$ cat src/rtl/mem_arbiter_pkg.sv
// Shared types and default parameters for the multi-core data-RAM arbiter.
package mem_arbiter_pkg;

  typedef enum logic {
    ARB_IDLE  = 1'b0,
    ARB_GRANT = 1'b1
  } arb_state_e;

  localparam int MEMARB_NCORES_DEF  = 2;
  localparam int MEMARB_AW_DEF      = 8;
  localparam int MEMARB_DW_DEF      = 8;
  localparam int MEMARB_TIMEOUT_DEF = 16;

endpackage

$ cat src/rtl/mem_arbiter_if.sv
// Core-side request/response bundle plus the single-port DRAM side.
// Core i owns bit i of the vectors and slice [i*W +: W] of the buses.
interface mem_arbiter_if #(
  parameter int NCORES = 2,
  parameter int AW     = 8,
  parameter int DW     = 8
) ();

  logic [NCORES-1:0]    rden;
  logic [NCORES-1:0]    wren;
  logic [NCORES*AW-1:0] Address;
  logic [NCORES*DW-1:0] Din;
  logic [DW-1:0]        RAMq;
  logic [NCORES-1:0]    acq;
  logic [NCORES*DW-1:0] Dq;
  logic [NCORES-1:0]    Dvalid;
  logic [AW-1:0]        RAMAddress;
  logic [DW-1:0]        RAMDin;
  logic                 RAMwren;

  modport slave (
    input  rden, wren, Address, Din, RAMq,
    output acq, Dq, Dvalid, RAMAddress, RAMDin, RAMwren
  );

  modport master (
    output rden, wren, Address, Din, RAMq,
    input  acq, Dq, Dvalid, RAMAddress, RAMDin, RAMwren
  );

endinterface

$ cat src/rtl/mem_arbiter_rr_pick.sv
// Combinational round-robin picker: first requester after 'last', wrapping.
module rr_pick #(
  parameter int NCORES = 2,
  parameter int IW     = 1
) (
  input  logic [NCORES-1:0] req_i,
  input  logic [IW-1:0]     last_i,
  output logic [NCORES-1:0] gnt_o,
  output logic [IW-1:0]     idx_o,
  output logic              any_o
);

  // Walk priorities from lowest to highest so the nearest requester after
  // 'last' is the final one written.
  always_comb begin
    gnt_o = '0;
    idx_o = '0;
    any_o = 1'b0;
    for (int k = NCORES; k >= 1; k--) begin
      for (int j = 0; j < NCORES; j++) begin
        if (req_i[j] && (j == (int'(last_i) + k) % NCORES)) begin
          gnt_o    = '0;
          gnt_o[j] = 1'b1;
          idx_o    = IW'(j);
          any_o    = 1'b1;
        end
      end
    end
  end

endmodule

$ cat src/rtl/mem_arbiter.sv
// Single-port DRAM arbiter for NCORES cores with registered read return.
// Optional forced release after TIMEOUT grant cycles: MEMARB_TIMEOUT_EN.
module mem_arbiter
  import mem_arbiter_pkg::*;
#(
  parameter int NCORES  = MEMARB_NCORES_DEF,
  parameter int AW      = MEMARB_AW_DEF,
  parameter int DW      = MEMARB_DW_DEF,
  parameter int TIMEOUT = MEMARB_TIMEOUT_DEF
) (
  input  logic          clk,
  input  logic          rst,
  mem_arbiter_if.slave  bus
);

  localparam int IW = (NCORES > 2) ? 2 : 1;

  arb_state_e          state_q, state_d;
  logic [IW-1:0]       owner_q, owner_d;
  logic [IW-1:0]       last_q, last_d;
  logic [NCORES-1:0]   acq_q, acq_d;
  logic                cap_vld_q, cap_vld_d;
  logic [IW-1:0]       cap_own_q, cap_own_d;
  logic [NCORES*DW-1:0] dq_q;
  logic [NCORES-1:0]   dvalid_q;

  logic [NCORES-1:0]   req;
  logic [NCORES-1:0]   pick_gnt;
  logic [IW-1:0]       pick_idx;
  logic                pick_any;
  logic                own_rd, own_wr;
  logic [AW-1:0]       own_addr;
  logic [DW-1:0]       own_din;
  logic                release_now;

`ifdef MEMARB_TIMEOUT_EN
  localparam int CW = $clog2(TIMEOUT + 1);
  logic [CW-1:0]       cnt_q, cnt_d;
  logic                other_req;
`endif

  assign req = bus.rden | bus.wren;

  rr_pick #(.NCORES(NCORES), .IW(IW)) u_pick (
    .req_i  (req),
    .last_i (last_q),
    .gnt_o  (pick_gnt),
    .idx_o  (pick_idx),
    .any_o  (pick_any)
  );

  always_comb begin
    own_rd   = 1'b0;
    own_wr   = 1'b0;
    own_addr = bus.Address[AW-1:0];
    own_din  = bus.Din[DW-1:0];
`ifdef MEMARB_TIMEOUT_EN
    other_req = 1'b0;
`endif
    for (int i = 0; i < NCORES; i++) begin
      if (owner_q == IW'(i)) begin
        own_rd   = bus.rden[i];
        own_wr   = bus.wren[i];
        own_addr = bus.Address[i*AW +: AW];
        own_din  = bus.Din[i*DW +: DW];
      end
`ifdef MEMARB_TIMEOUT_EN
      else begin
        other_req = other_req | req[i];
      end
`endif
    end
  end

  always_comb begin
    state_d     = state_q;
    owner_d     = owner_q;
    last_d      = last_q;
    acq_d       = acq_q;
    cap_vld_d   = 1'b0;
    cap_own_d   = owner_q;
    release_now = 1'b0;
`ifdef MEMARB_TIMEOUT_EN
    cnt_d       = cnt_q;
`endif
    case (state_q)
      ARB_IDLE: begin
        if (pick_any) begin
          state_d = ARB_GRANT;
          owner_d = pick_idx;
          acq_d   = pick_gnt;
`ifdef MEMARB_TIMEOUT_EN
          cnt_d   = '0;
`endif
        end
      end
      ARB_GRANT: begin
        // A simultaneous write takes the cycle, so nothing is captured.
        cap_vld_d = own_rd & ~own_wr;
        if (!(own_rd | own_wr)) begin
          release_now = 1'b1;
        end
`ifdef MEMARB_TIMEOUT_EN
        else if (cnt_q == CW'(TIMEOUT - 1)) begin
          release_now = other_req;
        end else begin
          cnt_d = cnt_q + 1'b1;
        end
`endif
        if (release_now) begin
          state_d = ARB_IDLE;
          acq_d   = '0;
          last_d  = owner_q;
        end
      end
      default: state_d = ARB_IDLE;
    endcase
  end

  always_ff @(posedge clk) begin
    if (rst) begin
      state_q   <= ARB_IDLE;
      owner_q   <= '0;
      last_q    <= IW'(NCORES - 1);
      acq_q     <= '0;
      cap_vld_q <= 1'b0;
      cap_own_q <= '0;
      dq_q      <= '0;
      dvalid_q  <= '0;
`ifdef MEMARB_TIMEOUT_EN
      cnt_q     <= '0;
`endif
    end else begin
      state_q   <= state_d;
      owner_q   <= owner_d;
      last_q    <= last_d;
      acq_q     <= acq_d;
      cap_vld_q <= cap_vld_d;
      cap_own_q <= cap_own_d;
      dvalid_q  <= '0;
      for (int i = 0; i < NCORES; i++) begin
        if (cap_vld_q && (cap_own_q == IW'(i))) begin
          dq_q[i*DW +: DW] <= bus.RAMq;
          dvalid_q[i]      <= 1'b1;
        end
      end
`ifdef MEMARB_TIMEOUT_EN
      cnt_q     <= cnt_d;
`endif
    end
  end

  assign bus.acq        = acq_q;
  assign bus.Dq         = dq_q;
  assign bus.Dvalid     = dvalid_q;
  assign bus.RAMAddress = (state_q == ARB_GRANT) ? own_addr : bus.Address[AW-1:0];
  assign bus.RAMDin     = (state_q == ARB_GRANT) ? own_din  : bus.Din[DW-1:0];
  assign bus.RAMwren    = (|(acq_q & bus.wren)) & ~rst;

endmodule

$ cat src/flat_wrapper.sv
// flat-port wrapper written by rule: the top's interface ports become plain ports
module mem_arbiter_flat import mem_arbiter_pkg::*;
#(
  parameter int NCORES  = MEMARB_NCORES_DEF,
  parameter int AW      = MEMARB_AW_DEF,
  parameter int DW      = MEMARB_DW_DEF,
  parameter int TIMEOUT = MEMARB_TIMEOUT_DEF
)
  (clk, rst, bus_rden, bus_wren, bus_Address, bus_Din, bus_RAMq, bus_acq, bus_Dq, bus_Dvalid, bus_RAMAddress, bus_RAMDin, bus_RAMwren);
  mem_arbiter_if #(.NCORES(NCORES), .AW(AW), .DW(DW)) bus_i ();
  input  logic clk;
  input  logic rst;
  input wire logic [$bits(bus_i.rden)-1:0] bus_rden;
  input wire logic [$bits(bus_i.wren)-1:0] bus_wren;
  input wire logic [$bits(bus_i.Address)-1:0] bus_Address;
  input wire logic [$bits(bus_i.Din)-1:0] bus_Din;
  input wire logic [$bits(bus_i.RAMq)-1:0] bus_RAMq;
  output wire logic [$bits(bus_i.acq)-1:0] bus_acq;
  output wire logic [$bits(bus_i.Dq)-1:0] bus_Dq;
  output wire logic [$bits(bus_i.Dvalid)-1:0] bus_Dvalid;
  output wire logic [$bits(bus_i.RAMAddress)-1:0] bus_RAMAddress;
  output wire logic [$bits(bus_i.RAMDin)-1:0] bus_RAMDin;
  output wire logic [$bits(bus_i.RAMwren)-1:0] bus_RAMwren;
  assign bus_i.rden = bus_rden;
  assign bus_i.wren = bus_wren;
  assign bus_i.Address = bus_Address;
  assign bus_i.Din = bus_Din;
  assign bus_i.RAMq = bus_RAMq;
  assign bus_acq = bus_i.acq;
  assign bus_Dq = bus_i.Dq;
  assign bus_Dvalid = bus_i.Dvalid;
  assign bus_RAMAddress = bus_i.RAMAddress;
  assign bus_RAMDin = bus_i.RAMDin;
  assign bus_RAMwren = bus_i.RAMwren;
  mem_arbiter #(.NCORES(NCORES), .AW(AW), .DW(DW), .TIMEOUT(TIMEOUT)) u_core (.clk(clk), .rst(rst), .bus(bus_i));
endmodule
$ cat config.mk
export PLATFORM = sky130hd
export DESIGN_NAME = mem_arbiter_flat
export DESIGN_NICKNAME = d
export VERILOG_FILES = /design/src/rtl/mem_arbiter_pkg.sv /design/src/rtl/mem_arbiter_if.sv /design/src/rtl/mem_arbiter_rr_pick.sv /design/src/rtl/mem_arbiter.sv /design/src/flat_wrapper.sv
export SDC_FILE = /design/constraint.sdc
export NUM_CORES = 1
export LEC_CHECK = 0
export BUFFER_PORTS_ARGS = -buffer_cell sky130_fd_sc_hd__buf_2
export CAP_MARGIN = 5
export CORE_MARGIN = 10
export CORE_UTILIZATION = 40
export DETAILED_ROUTE_END_ITERATION = 16
export PLACE_DENSITY = 0.79
export SYNTH_ARGS = -nofsm -noshare
export SYNTH_HDL_FRONTEND = slang
export SYNTH_HIERARCHICAL = 1
export SYNTH_SLANG_ARGS = --single-unit
$ cat constraint.sdc
create_clock -name clk -period 1.8 [get_ports clk]
set_input_delay 0.09 -clock clk [delete_from_list [all_inputs] [get_ports clk]]
set_output_delay 0.09 -clock clk [all_outputs]
set_load 0.02 [all_outputs]
==> results.txt <==
status: finished, final reports clean
maximum fanout along the worst path: 17
Reg2Reg Depth: 3
first-pass GRT wire length: 5740 um
Die Wd: 73.6 um
ANT nets after route: 0
Slew Limit Fails: 0
critical-path cell list: nand2_2, mux2_2, buf_2
Setup-failing EPs final: 0
Arr. time, crit path: 1.58 ns
Pwr Density: 641 nW/um^2
Max Cap Viol: 0
fill count: 263
IO Count: 83
register area: 500 sq um
DRC viols: 0
slowest cell on the critical path: mux2_2
CP endpoint: bus_RAMAddress[1]
data required time of the worst path: 1.71 ns
Synth top area share: 0.436
grt met2 use: 0.219
Nets: 264
die area: 5410 sq um
layout cells sized above 1: 0.498
Mapped Avg Cell Area: 8.69 sq um
Startpoint Class: register
Seq/Total Area, Yosys: 0.436
hold slack: 0.0145 ns
Area growth syn-to-layout: 44.9%
worst-case clock buffer depth: 2
post-CTS sizing: 0
RSZ-0062 raised after global routing: false
commonest cells in the netlist: dfxtp_1 (25), nand2_1 (25), a21oi_1 (16), mux2_2 (16), nand3_1 (8)
hold crit path type: in -> reg
synth top area cells: dfxtp_1 (44%), mux2_2 (16%), nand2_1 (8.2%)
H-tree depth: 1
Num CTS Buffers: 3
vias per cell: 5.00
pin slew with the least headroom to its limit: 0.556 ns
Setup Buffers After CTS: 0
synthesized netlist cell count: 132
EDFF count, synth: 0
vias in the first global route: 1233
Yosys cell types: 28
CTS tree: yes
clock sinks: 25
vias: 1240
Final Hold Vio Count: 0
clk_lat worst skew: 0.32 ns
worst vdd ir: 0.580 mV
initial DRC count: 83
Power Total: 1.07 mW
die height: 73.6 um
Starting Density: 0.416
Leak: 0.796 nW
Total GRT Usage: 0.131
row cnt: 19
First-pass DRT Iterations: 4
Slew headroom: 0.629
Crit path depth: 3
Root Buffer: clkbuf_4
Async SR Flop Fraction: 0
Crit Reg-Reg Endpoint: u_core/last_q$_SDFFE_PP1P_
Tmin final: 1.67 ns
fmax: 599 MHz
met3 global-route usage: 0.0659
initial antenna violation count: 0
Reg clk slew, reported paths: 0.14 ns
GPL Wtd Cong: 0.845
Syn Nets: 178
critical path class: reg -> out
core footprint: 2760 sq um
I/O Buffers: 82
Overflow after GRT: 0
Seq cells post-synth: 25
Post-CTS Hold Buffers: 6
WL/cell: 15.2 um
final WL: 3760 um
met1 Track Usage GR: 0.145
post-DP HPWL: 3020 um
largest net degree at the start of global routing: 30
RR Startpoint: u_core/cap_own_d$_SDFFE_PP0P_
crit share post-route: 0.927
CP top delay family: multiplexers
GRT busiest layer: met2
Post-synth top flop: dfxtp_1
diode count: 0
crit path launch: u_core/state_q$_SDFF_PP0_
Setup Skew: 0.0120 ns
CP peak stage delay: 0.39 ns
Synth warnings: 6
area of the mapped netlist: 1150 sq um
Crit. End Element: output pin
Multi-input gate area: 591 sq um
post-synth top area cell: dfxtp_1
flop2flop setup slack: 0.45 ns
TNS Setup: 0 ns
WP buf/inv: 1
-- sequential cells by signal, summed over array words and instances, names as in the netlist --
name and flops:
u_core/cap_own_d 1, u_core/bus.Dvalid 2, u_core/state_q 1, u_core/bus.acq 2, u_core/bus.Dq 16, u_core/cap_vld_q 1, u_core/cap_own_q 1, u_core/last_q 1
-- metal layers --
layer / up-vias / wire length (um)
met5: - / 0
met4: 0 / 22
met3: 3 / 414
met2: 63 / 1850
met1: 554 / 1470
li1: 620 / -
-- power breakdown --
| part | internal [mW] | total [mW] | switching (mW) | leakage (nW) |
|---|---|---|---|---|
| Sequential | 0.568 | 0.580 | 0.0124 | 0.203 |
| Clock | 0.0850 | 0.253 | 0.168 | 0.0139 |
| Combinational | 0.110 | 0.232 | 0.122 | 0.579 |
| Total | 0.763 | 1.07 | 0.303 | 0.796 |
-- how the worst min path moves through the flow --
| stage | from | end | slack (ns) | cells after the start |
|---|---|---|---|---|
| after floorplan | bus_RAMq[0] | u_core/bus.Dq[0]$_SDFFE_PP0P_ | 0.23 | 2 |
| after global placement | bus_RAMq[4] | u_core/bus.Dq[4]$_SDFFE_PP0P_ | 0.35 | 3 |
| after detailed placement | bus_RAMq[4] | u_core/bus.Dq[4]$_SDFFE_PP0P_ | 0.35 | 3 |
| after CTS | bus_RAMq[0] | u_core/bus.Dq[8]$_SDFFE_PP0P_ | 0.002 | 3 |
| after global routing | bus_RAMq[0] | u_core/bus.Dq[8]$_SDFFE_PP0P_ | 0.01 | 3 |
| final | bus_RAMq[0] | u_core/bus.Dq[8]$_SDFFE_PP0P_ | 0.01 | 3 |
-- placed cells by master, fill, tap and decap left out --
cell / Yosys / layout
buf_2: 3 / 82
nand2_1: 25 / 25
dfxtp_1: 25 / 25
mux2_2: 16 / 16
a21oi_1: 16 / 16
nand3_1: 8 / 8
dlygate4sd3_1: 0 / 7
nor2_1: 6 / 6
inv_1: 4 / 4
clkbuf_4: 0 / 3
or2_2: 2 / 2
nor2b_1: 2 / 2
nand2b_1: 2 / 2
nand3b_1: 2 / 2
o32ai_1: 2 / 2
a21boi_1: 2 / 2
clkinvlp_4: 0 / 1
nand2_2: 1 / 1
a22oi_1: 1 / 1
or4b_4: 1 / 1
o21ai_2: 1 / 1
nor3_1: 1 / 1
mux2i_1: 1 / 1
or2_0: 1 / 1
o31a_1: 1 / 1
a32oi_1: 1 / 1
nor3b_1: 1 / 1
buf_4: 1 / 1
or2_1: 1 / 1
-- cell type report --
cell class | count | area share
Tap cell | 31 | 0.0233
Clock inverter | 1 | 0.00451
Timing Repair Buffer | 90 | 0.293
Inverter | 4 | 0.00903
Clock buffer | 3 | 0.0135
Sequential cell | 25 | 0.301
Multi-Input combinational cell | 94 | 0.355
-- kinds of logic (layout without fill, tap and decap cells) --
| family | after synthesis | after routing | share of synthesized area |
|---|---|---|---|
| multiplexers | 17 | 17 | 0.166 |
| flip-flops | 25 | 25 | 0.436 |
| buffers and inverters | 13 | 98 | 0.0491 |
| AO/OA/AOI/OAI | 24 | 24 | 0.128 |
| AND/OR/NAND/NOR | 53 | 53 | 0.221 |
-- tightest hold or removal path: cells and delay by family --
| family | cells | cell delay (ns) |
|---|---|---|
| compound gates | 1 | 0.05 |
| buf+inv | 1 | 0.11 |
| simple gates | 1 | 0.06 |
-- per-stage QoR --
step           cells   util  area (sq um)  worst slack (ns)
2_1_floorplan    132      -          1150             0.519
3_3_place_gp     237  0.567          1560             0.489
3_5_place_dp     237  0.567          1560             0.455
4_1_cts          247  0.599          1650             0.108
5_1_grt          248  0.603          1660            0.0394
6_report         248  0.603          1660             0.132
Note: power is estimated with default switching activity, not from simulation.
